### config.mk
export PLATFORM = sky130hd
export DESIGN_NAME = glitch_alarm_controller
export DESIGN_NICKNAME = d
export VERILOG_FILES = /design/src/rtl/glitch_alarm_controller.sv
export SDC_FILE = /design/constraint.sdc
export NUM_CORES = 1
export LEC_CHECK = 0
export BUFFER_PORTS_ARGS = -buffer_cell sky130_fd_sc_hd__clkbuf_2
export CAP_MARGIN = 25
export CORE_MARGIN = 10
export CORE_UTILIZATION = 57
export CTS_CLUSTER_DIAMETER = 200
export DETAILED_ROUTE_END_ITERATION = 10
export GPL_ROUTABILITY_DRIVEN = 0
export PLACE_DENSITY = 0.83
export SYNTH_ARGS = -nofsm -noshare
export SYNTH_HDL_FRONTEND = slang
export SYNTH_SLANG_ARGS = --single-unit
export TNS_END_PERCENT = 50
### constraint.sdc
create_clock -name clk_ps -period 3.25 [get_ports clk_ps]
set_clock_uncertainty 0.05 [all_clocks]
set_input_delay 0.325 -clock clk_ps [delete_from_list [all_inputs] [get_ports clk_ps]]
set_output_delay 0.325 -clock clk_ps [all_outputs]
set_load 0.02 [all_outputs]
### src/rtl/glitch_alarm_controller.sv
// rtl/glitch_alarm_controller.sv - Sequencer and alarm qualifier for an array of TDL glitch detectors
module glitch_alarm_controller #(
  parameter int N_DET         = 4,
  parameter int WARMUP_CYCLES = 64,
  parameter int THRESH        = 2,
  parameter int WINDOW        = 256,
  parameter int CNT_W         = 16
) (
  input  logic               clk_ps,
  input  logic               rst_n,
  input  logic [N_DET-1:0]   alarm_in,
  input  logic [N_DET-1:0]   det_mask,
  input  logic               arm,
  input  logic               clear,
  output logic               tdl_en,
  output logic               armed,
  output logic               glitch_irq,
  output logic [N_DET-1:0]   trip_vec,
  output logic [CNT_W-1:0]   event_count,
  output logic [1:0]         state
);

  localparam logic [1:0] S_IDLE    = 2'd0;
  localparam logic [1:0] S_WARMUP  = 2'd1;
  localparam logic [1:0] S_MONITOR = 2'd2;
  localparam logic [1:0] S_TRIPPED = 2'd3;

  localparam int WU_W  = (WARMUP_CYCLES > 1) ? $clog2(WARMUP_CYCLES) : 1;
  localparam int WIN_W = (WINDOW > 1) ? $clog2(WINDOW) : 1;
  localparam logic [WU_W-1:0]  WU_LAST  = WU_W'(WARMUP_CYCLES - 1);
  localparam logic [WIN_W-1:0] WIN_LAST = WIN_W'(WINDOW - 1);

  logic [1:0]       state_q;
  logic [N_DET-1:0] alarm_q;
  logic [WU_W-1:0]  warm_cnt;
  logic [WIN_W-1:0] win_cnt;
  logic             win_active;
  logic [7:0]       hit_cnt;
  logic [7:0]       hit_cnt_nxt;
  logic             hit;
  logic             win_expire;
  logic             win_restart;
  logic             trip;

  assign hit         = |alarm_q;
  assign win_expire  = win_active && (win_cnt == WIN_LAST);
  // A hit on the expiry cycle opens a fresh window rather than extending the old one.
  assign win_restart = hit && (!win_active || win_expire);

  always_comb begin
    hit_cnt_nxt = hit_cnt;
    if (win_restart) begin
      hit_cnt_nxt = 8'd1;
    end else if (hit) begin
      if (hit_cnt != 8'hff) hit_cnt_nxt = hit_cnt + 8'd1;
    end else if (win_expire) begin
      hit_cnt_nxt = 8'd0;
    end
  end

  assign trip = hit && (hit_cnt_nxt >= 8'(THRESH));

  always_ff @(posedge clk_ps) begin
    if (!rst_n) begin
      state_q     <= S_IDLE;
      alarm_q     <= '0;
      warm_cnt    <= '0;
      win_cnt     <= '0;
      win_active  <= 1'b0;
      hit_cnt     <= 8'd0;
      trip_vec    <= '0;
      event_count <= '0;
    end else begin
      alarm_q <= alarm_in & det_mask;
      case (state_q)
        S_IDLE: begin
          if (arm) begin
            state_q  <= S_WARMUP;
            warm_cnt <= '0;
          end
        end
        S_WARMUP: begin
          if (!arm) begin
            state_q <= S_IDLE;
          end else if (warm_cnt == WU_LAST) begin
            state_q    <= S_MONITOR;
            hit_cnt    <= 8'd0;
            win_active <= 1'b0;
          end else begin
            warm_cnt <= warm_cnt + 1'b1;
          end
        end
        S_MONITOR: begin
          hit_cnt <= hit_cnt_nxt;
          if (win_restart) begin
            win_cnt    <= '0;
            win_active <= 1'b1;
          end else if (win_expire) begin
            win_active <= 1'b0;
          end else if (win_active) begin
            win_cnt <= win_cnt + 1'b1;
          end
          // A trip wins over a simultaneous disarm so the event is never lost.
          if (trip) begin
            state_q  <= S_TRIPPED;
            trip_vec <= alarm_q;
            if (event_count != {CNT_W{1'b1}}) event_count <= event_count + 1'b1;
          end else if (!arm) begin
            state_q <= S_IDLE;
          end
        end
        S_TRIPPED: begin
          if (clear) begin
            state_q  <= S_IDLE;
            trip_vec <= '0;
          end
        end
        default: state_q <= S_IDLE;
      endcase
    end
  end

  assign state      = state_q;
  assign tdl_en     = (state_q != S_IDLE);
  assign armed      = (state_q == S_MONITOR);
  assign glitch_irq = (state_q == S_TRIPPED);

endmodule

Word level (Yosys, flattened, before mapping)
Index checks and enable logic that the tools add are counted.
{"block": "classes", "addsub": 4, "multipliers": 0, "div": 0, "order_cmp": 1, "n_eq_ne": 17, "shifts": 0, "n_mux": 29, "n_bitwise": 1, "n_reduce_logical": 19}
{"cell": "$mux W8", "n": 9}
{"cell": "$mux W6", "n": 3}
{"cell": "$add A16 B1 Y16 const B", "n": 1}
{"cell": "$add A8 B1 Y8 const B", "n": 2}
{"cell": "$ne A16 B16 Y1 const B", "n": 1}
{"cell": "$pmux W8 S2", "n": 1}
{"cell": "$mux W2", "n": 6}
{"cell": "$pmux W6 S2", "n": 1}
{"cell": "$reduce_and A3 Y1", "n": 4}
{"cell": "$reduce_and A4 Y1", "n": 3}
{"cell": "$ne A2 B2 Y1 const B", "n": 5}
{"cell": "$reduce_bool A2 Y1", "n": 5}
{"cell": "$eq A8 B8 Y1 const B", "n": 1}
{"cell": "$ge A8 B2 Y1 const B", "n": 1}
{"cell": "$mux W4", "n": 2}
{"cell": "$ne A8 B8 Y1 const B", "n": 1}
{"cell": "$pmux W2 S4", "n": 1}
{"cell": "$pmux W4 S2", "n": 1}
{"cell": "$add A6 B1 Y6 const B", "n": 1}
{"cell": "$eq A6 B6 Y1 const B", "n": 1}
{"cell": "$and A4 B4 Y4", "n": 1}
{"cell": "$eq A2 B2 Y1 const B", "n": 2}
{"cell": "$mux W1", "n": 4}
{"cell": "$ne A2 B1 Y1 const B", "n": 2}
{"cell": "other kinds (10)", "n": 12}
{"block": "totals", "register_bits": 49, "latchBits": 0, "mem_bits_rw": 0, "mem_bits_ro": 0, "in_bits": 12, "output_inout_bits": 25, "wordCells": 79, "mem_count": 0}

Depth between registers and ports, before layout
{"block": "logic_depth", "depth_word": 9, "ltp_mapped": 10, "ltp_nobuf": 8}

Worst setup path after synthesis
No wires, ideal clock.
{"block": "synth_timing", "path_type": "register to register", "startpoint": "register alarm_q[2]", "endpoint": "register event_count[2]", "setup_time_ns": 0.125, "t_arrival_ns": 2.234, "required_time_ns": 3.075, "path_slack_ns": 0.841, "stages_incl_launch_ff": 11, "path_cell_list": "dfxtp_1 or4_1 buf_4 a21o_1 a222oi_1 o21ai_2 a21oi_2 buf_6 buf_8 nor3b_1 mux2i_1"}
{"block": "synth_between", "elab_chain_len": 6, "word_cells_on_any_way": 7, "cone_classes": "order compare: 1; mux: 2; reduce/logical: 4"}
{"item": "from (decl)", "line": "34", "rtl": "logic [N_DET-1:0] alarm_q;"}
{"item": "from (signal assigned)", "line": "74", "rtl": "alarm_q <= alarm_in & det_mask;"}
{"item": "$reduce_or A4 Y1 (*)", "line": "45", "rtl": "assign hit = |alarm_q;"}
{"item": "$mux W8 or $logic_and A1 B1 Y1 (tied branches)", "line": "54, 48"}
{"item": "$mux W8", "line": "52", "rtl": "if (win_restart) begin"}
{"item": "$ge A8 B2 Y1", "line": "61", "rtl": "assign trip = hit && (hit_cnt_nxt >= 8'(THRESH));"}
{"item": "$logic_and A1 B1 Y1 (*)", "line": "61"}
{"item": "$reduce_and A3 Y1 (no source line) (*)"}
{"item": "to (signal assigned)", "line": "107", "rtl": "if (event_count != {CNT_W{1'b1}}) event_count <= event_count + 1'b1;"}
{"item": "to (decl)", "line": "19", "rtl": "output logic [CNT_W-1:0] event_count,"}
Every way passes the cells marked *; elsewhere a longest branch is shown, timed or not.
A chain may end at the register's enable or synchronous reset.

Final worst setup path
{"block": "layout_timing", "startpoint": "register alarm_q[2]", "endpoint": "register event_count[3]"}
Same word-level chain as after synthesis.

==> results_dict.tcl <==
set metrics [dict create \
    status "complete, no violations" \
    cts_resized 0 \
    syn-instance-count 304 \
    postCtsHoldBufs 0 \
    core.rowCount 24 \
    route.met3.wl_um 217 \
    cts_buffers 5 \
    m1WireLength_um 2630 \
    insertion_delay_ns 0.30 \
    crit_path_start_kind "flop" \
    syn_area_sq_um 2590 \
    dpl.hpwl_um 4140 \
    grt_overflow_total 0 \
    clkPwrFrac 0.355 \
    crit_fanout 20 \
    grt_max_degree 49 \
    switchingPower_mw 0.231 \
    hp-start "det_mask[0]" \
    tightest_slew_ns 0.830 \
    critPathLaunch "alarm_q[2]$_SDFF_PN0_" \
    ctsHtreeMaxLevel 2 \
    antenna_left 0 \
    seq_area_frac_synth 0.378 \
    finalSetupTns_ns 0 \
    min_path_type "primary input to flop" \
    dr.pass1.iters 5 \
    cp_data_arrival_time_ns 2.96 \
    drt-initial-drc-count 230 \
    cts_setup_buffers 0 \
    routed_wl_um 5790 \
    vias 2349 \
    setup_viol 0 \
    synth.avg_cell_area_sq_um 8.53 \
    fill_cells 377 \
    p_leak_nw 1.06 \
    rsz0062_at_grt "no" \
    worstReg2RegStart "alarm_q[2]$_SDFF_PN0_" \
    portBuffers 36 \
    cts.sinks 49 \
    finalCritPeriodShare 0.854 \
    worstSetupPathType "flop to flop" \
    ys_types 54 \
    endpoint_kind "flop" \
    drc 0 \
    power_frac_comb 0.051 \
    grtUsageTotal 0.159 \
    slew_headroom 0.447 \
    diodes 0 \
    rrSetupSlack_ns 0.48 \
    fmax_mhz 360 \
    first_global_vias 2289 \
    design.die.area_sq_um 7650 \
    viasPerCell 6.04 \
    p_sw_frac 0.225 \
    p_total_mw 1.02 \
    layout_min_cycle_time_ns 2.77 \
    die_x_um 87.4 \
    vdd_drop_max_mv 0.283 \
    slew_viol_final 0 \
    p_seq_frac 0.594 \
    required_ns 3.43 \
    synth-edff-count 0 \
    grt_pass1_wl_um 10100 \
    final_area_sq_um 2870 \
    ys_seq_elements 49 \
    grt_antenna_before_repair 0 \
    num_io_pins 37 \
    fin_nets 353 \
    syn-num-nets 320 \
    clock_path_buffers 2 \
    hold_viol 0 \
    synth_ff_type "dfxtp_1" \
    cp_slowest_cell "or4_1" \
    start_util 0.591 \
    intPower_mw 0.793 \
    top_layer "met4" \
    place_area_sq_um 2790 \
    slowest_delay_ns 0.74 \
    wl_per_cell_um 14.9 \
    met2_length_um 2850 \
    maxCapViolCount 0 \
    cpMostUsedCell "or4_1" \
    yosys_warnings 0 \
    clk_pin_slew_ns 0.09 \
    synthArstFlopShare 0 \
    powerDensity_nw_per_um2 356 \
    die_h_um 87.4 \
    cts-root-buf "clkbuf_8" \
    drive_gt1_frac 0.169 \
    core_sq_um 4380 \
    crit_chain "or4_1 -> o21a_4 -> nor3b_1 -> o21ai_2 -> a21oi_2 -> buf_4 -> or4_1 -> a21boi_1" \
    area.growth.synth_to_final_pct 10.9 \
    cts_tree "yes" \
]
## cells in the final DEF, fill, tap and decap left out, types with 3 or more instances in the layout
cell / count
dfxtp_1: 49
clkbuf_2: 36
nand2_1: 35
nor2_1: 26
a21oi_1: 15
nand3_1: 14
nand2b_1: 13
o21ai_0: 13
nand4_1: 12
mux2i_1: 12
and3_1: 9
xor2_1: 7
nor2b_1: 6
clkbuf_8: 6
nor4_2: 5
a22o_1: 5
or3_1: 5
nor4_1: 5
or4_1: 4
nor3b_1: 4
a21boi_1: 4
ha_1: 4
o21ai_1: 3
a21o_1: 3
o31ai_1: 3
a31oi_1: 3
buf_4: 3
## layer usage
metal,up-vias,GRT usage
li1,1193,-
met1,1095,0.192
met2,52,0.258
met3,9,0.0346
met4,0,0.0826
met5,-,0
## critical path: cells and delay by family (launching register included)
kind | cells | cell delay, ns
simple gates | 3 | 1.41
compound gates | 4 | 0.66
buf+inv | 1 | 0.22
flops | 1 | 0.35
## final cells by class
cell class,instances,area (sq um),share of cell area
Tap cell,52,65.1,0.0226
Timing Repair Buffer,39,203,0.0705
Clock buffer,7,86.3,0.0300
Multi-Input combinational cell,241,1540,0.534
Sequential cell,49,981,0.341
Inverter,1,3.75,0.00131
## state kept, by name, indices dropped and copies added, names as in the netlist
name         cells
alarm_q          4
event_count     16
hit_cnt          8
state            2
trip_vec         4
warm_cnt         6
win_active       1
win_cnt          8
## path summary, 6_finish.rpt
kind                            endpoint  depth (start not counted)
max          event_count[3]$_SDFFE_PN0P_                          8
min                alarm_q[0]$_SDFF_PN0_                          2
min reg2reg  event_count[9]$_SDFFE_PN0P_                          2
max reg2reg  event_count[3]$_SDFFE_PN0P_                          8
## power groups by stage
stage                     combinational, mW  sequential, mW  clock, mW
after floorplan                      0.0363           0.622          0
after CTS                            0.0520           0.608      0.375
after global routing                 0.0583           0.609      0.393
after detailed placement             0.0516           0.622          0
final                                0.0522           0.608      0.364
after global placement               0.0509           0.622          0
## synthesized netlist by cell type (2+ instances only)
library cell	n	share of area
and4_1	2	0.0068
nor4_1	5	0.012
and3_1	9	0.022
clkbuf_1	9	0.013
and2_1	2	0.0048
or3_1	5	0.012
nor2b_1	6	0.014
a21boi_1	4	0.012
nand2_1	35	0.051
a21oi_1	15	0.029
nand3_1	14	0.027
nor4_2	5	0.024
nor3_1	2	0.0039
o21ai_1	2	0.0039
o31ai_1	3	0.0087
nand2b_1	13	0.031
or2_2	2	0.0048
or4_1	4	0.012
a22oi_1	2	0.0058
a31oi_1	3	0.0072
ha_1	4	0.019
nor2_1	26	0.038
xor2_1	7	0.024
nor3b_1	4	0.012
a21boi_0	2	0.0058
mux2i_1	12	0.046
a22o_1	5	0.017
a32oi_1	2	0.0068
dfxtp_1	49	0.38
nand4_1	12	0.029
a21o_1	3	0.0087
o21ai_0	14	0.027
## per-stage QoR
step	hold slack [ns]	cells	setup WS, ns	util
final	0.194	389	0.475	0.656
after detailed placement	0.422	382	0.524	0.636
after global placement	0.413	382	0.594	0.636
after global routing	0.184	389	0.331	0.656
after CTS	0.186	389	0.480	0.656
after floorplan	0.408	304	0.841	-
## logic make-up (layout without fill, tap and decap cells)
| family | after synthesis | in the layout | share of synthesized area |
|---|---|---|---|
| adder cells (fa/ha/maj) | 4 | 4 | 0.0193 |
| flip-flops | 49 | 49 | 0.378 |
| multiplexers | 12 | 12 | 0.0463 |
| AND/OR/NAND/NOR | 149 | 149 | 0.314 |
| XOR/XNOR | 8 | 8 | 0.0270 |
| buffers and inverters | 14 | 47 | 0.0294 |
| AO/OA/AOI/OAI | 68 | 68 | 0.185 |
No activity file was read; power rests on OpenSTA's default activity.
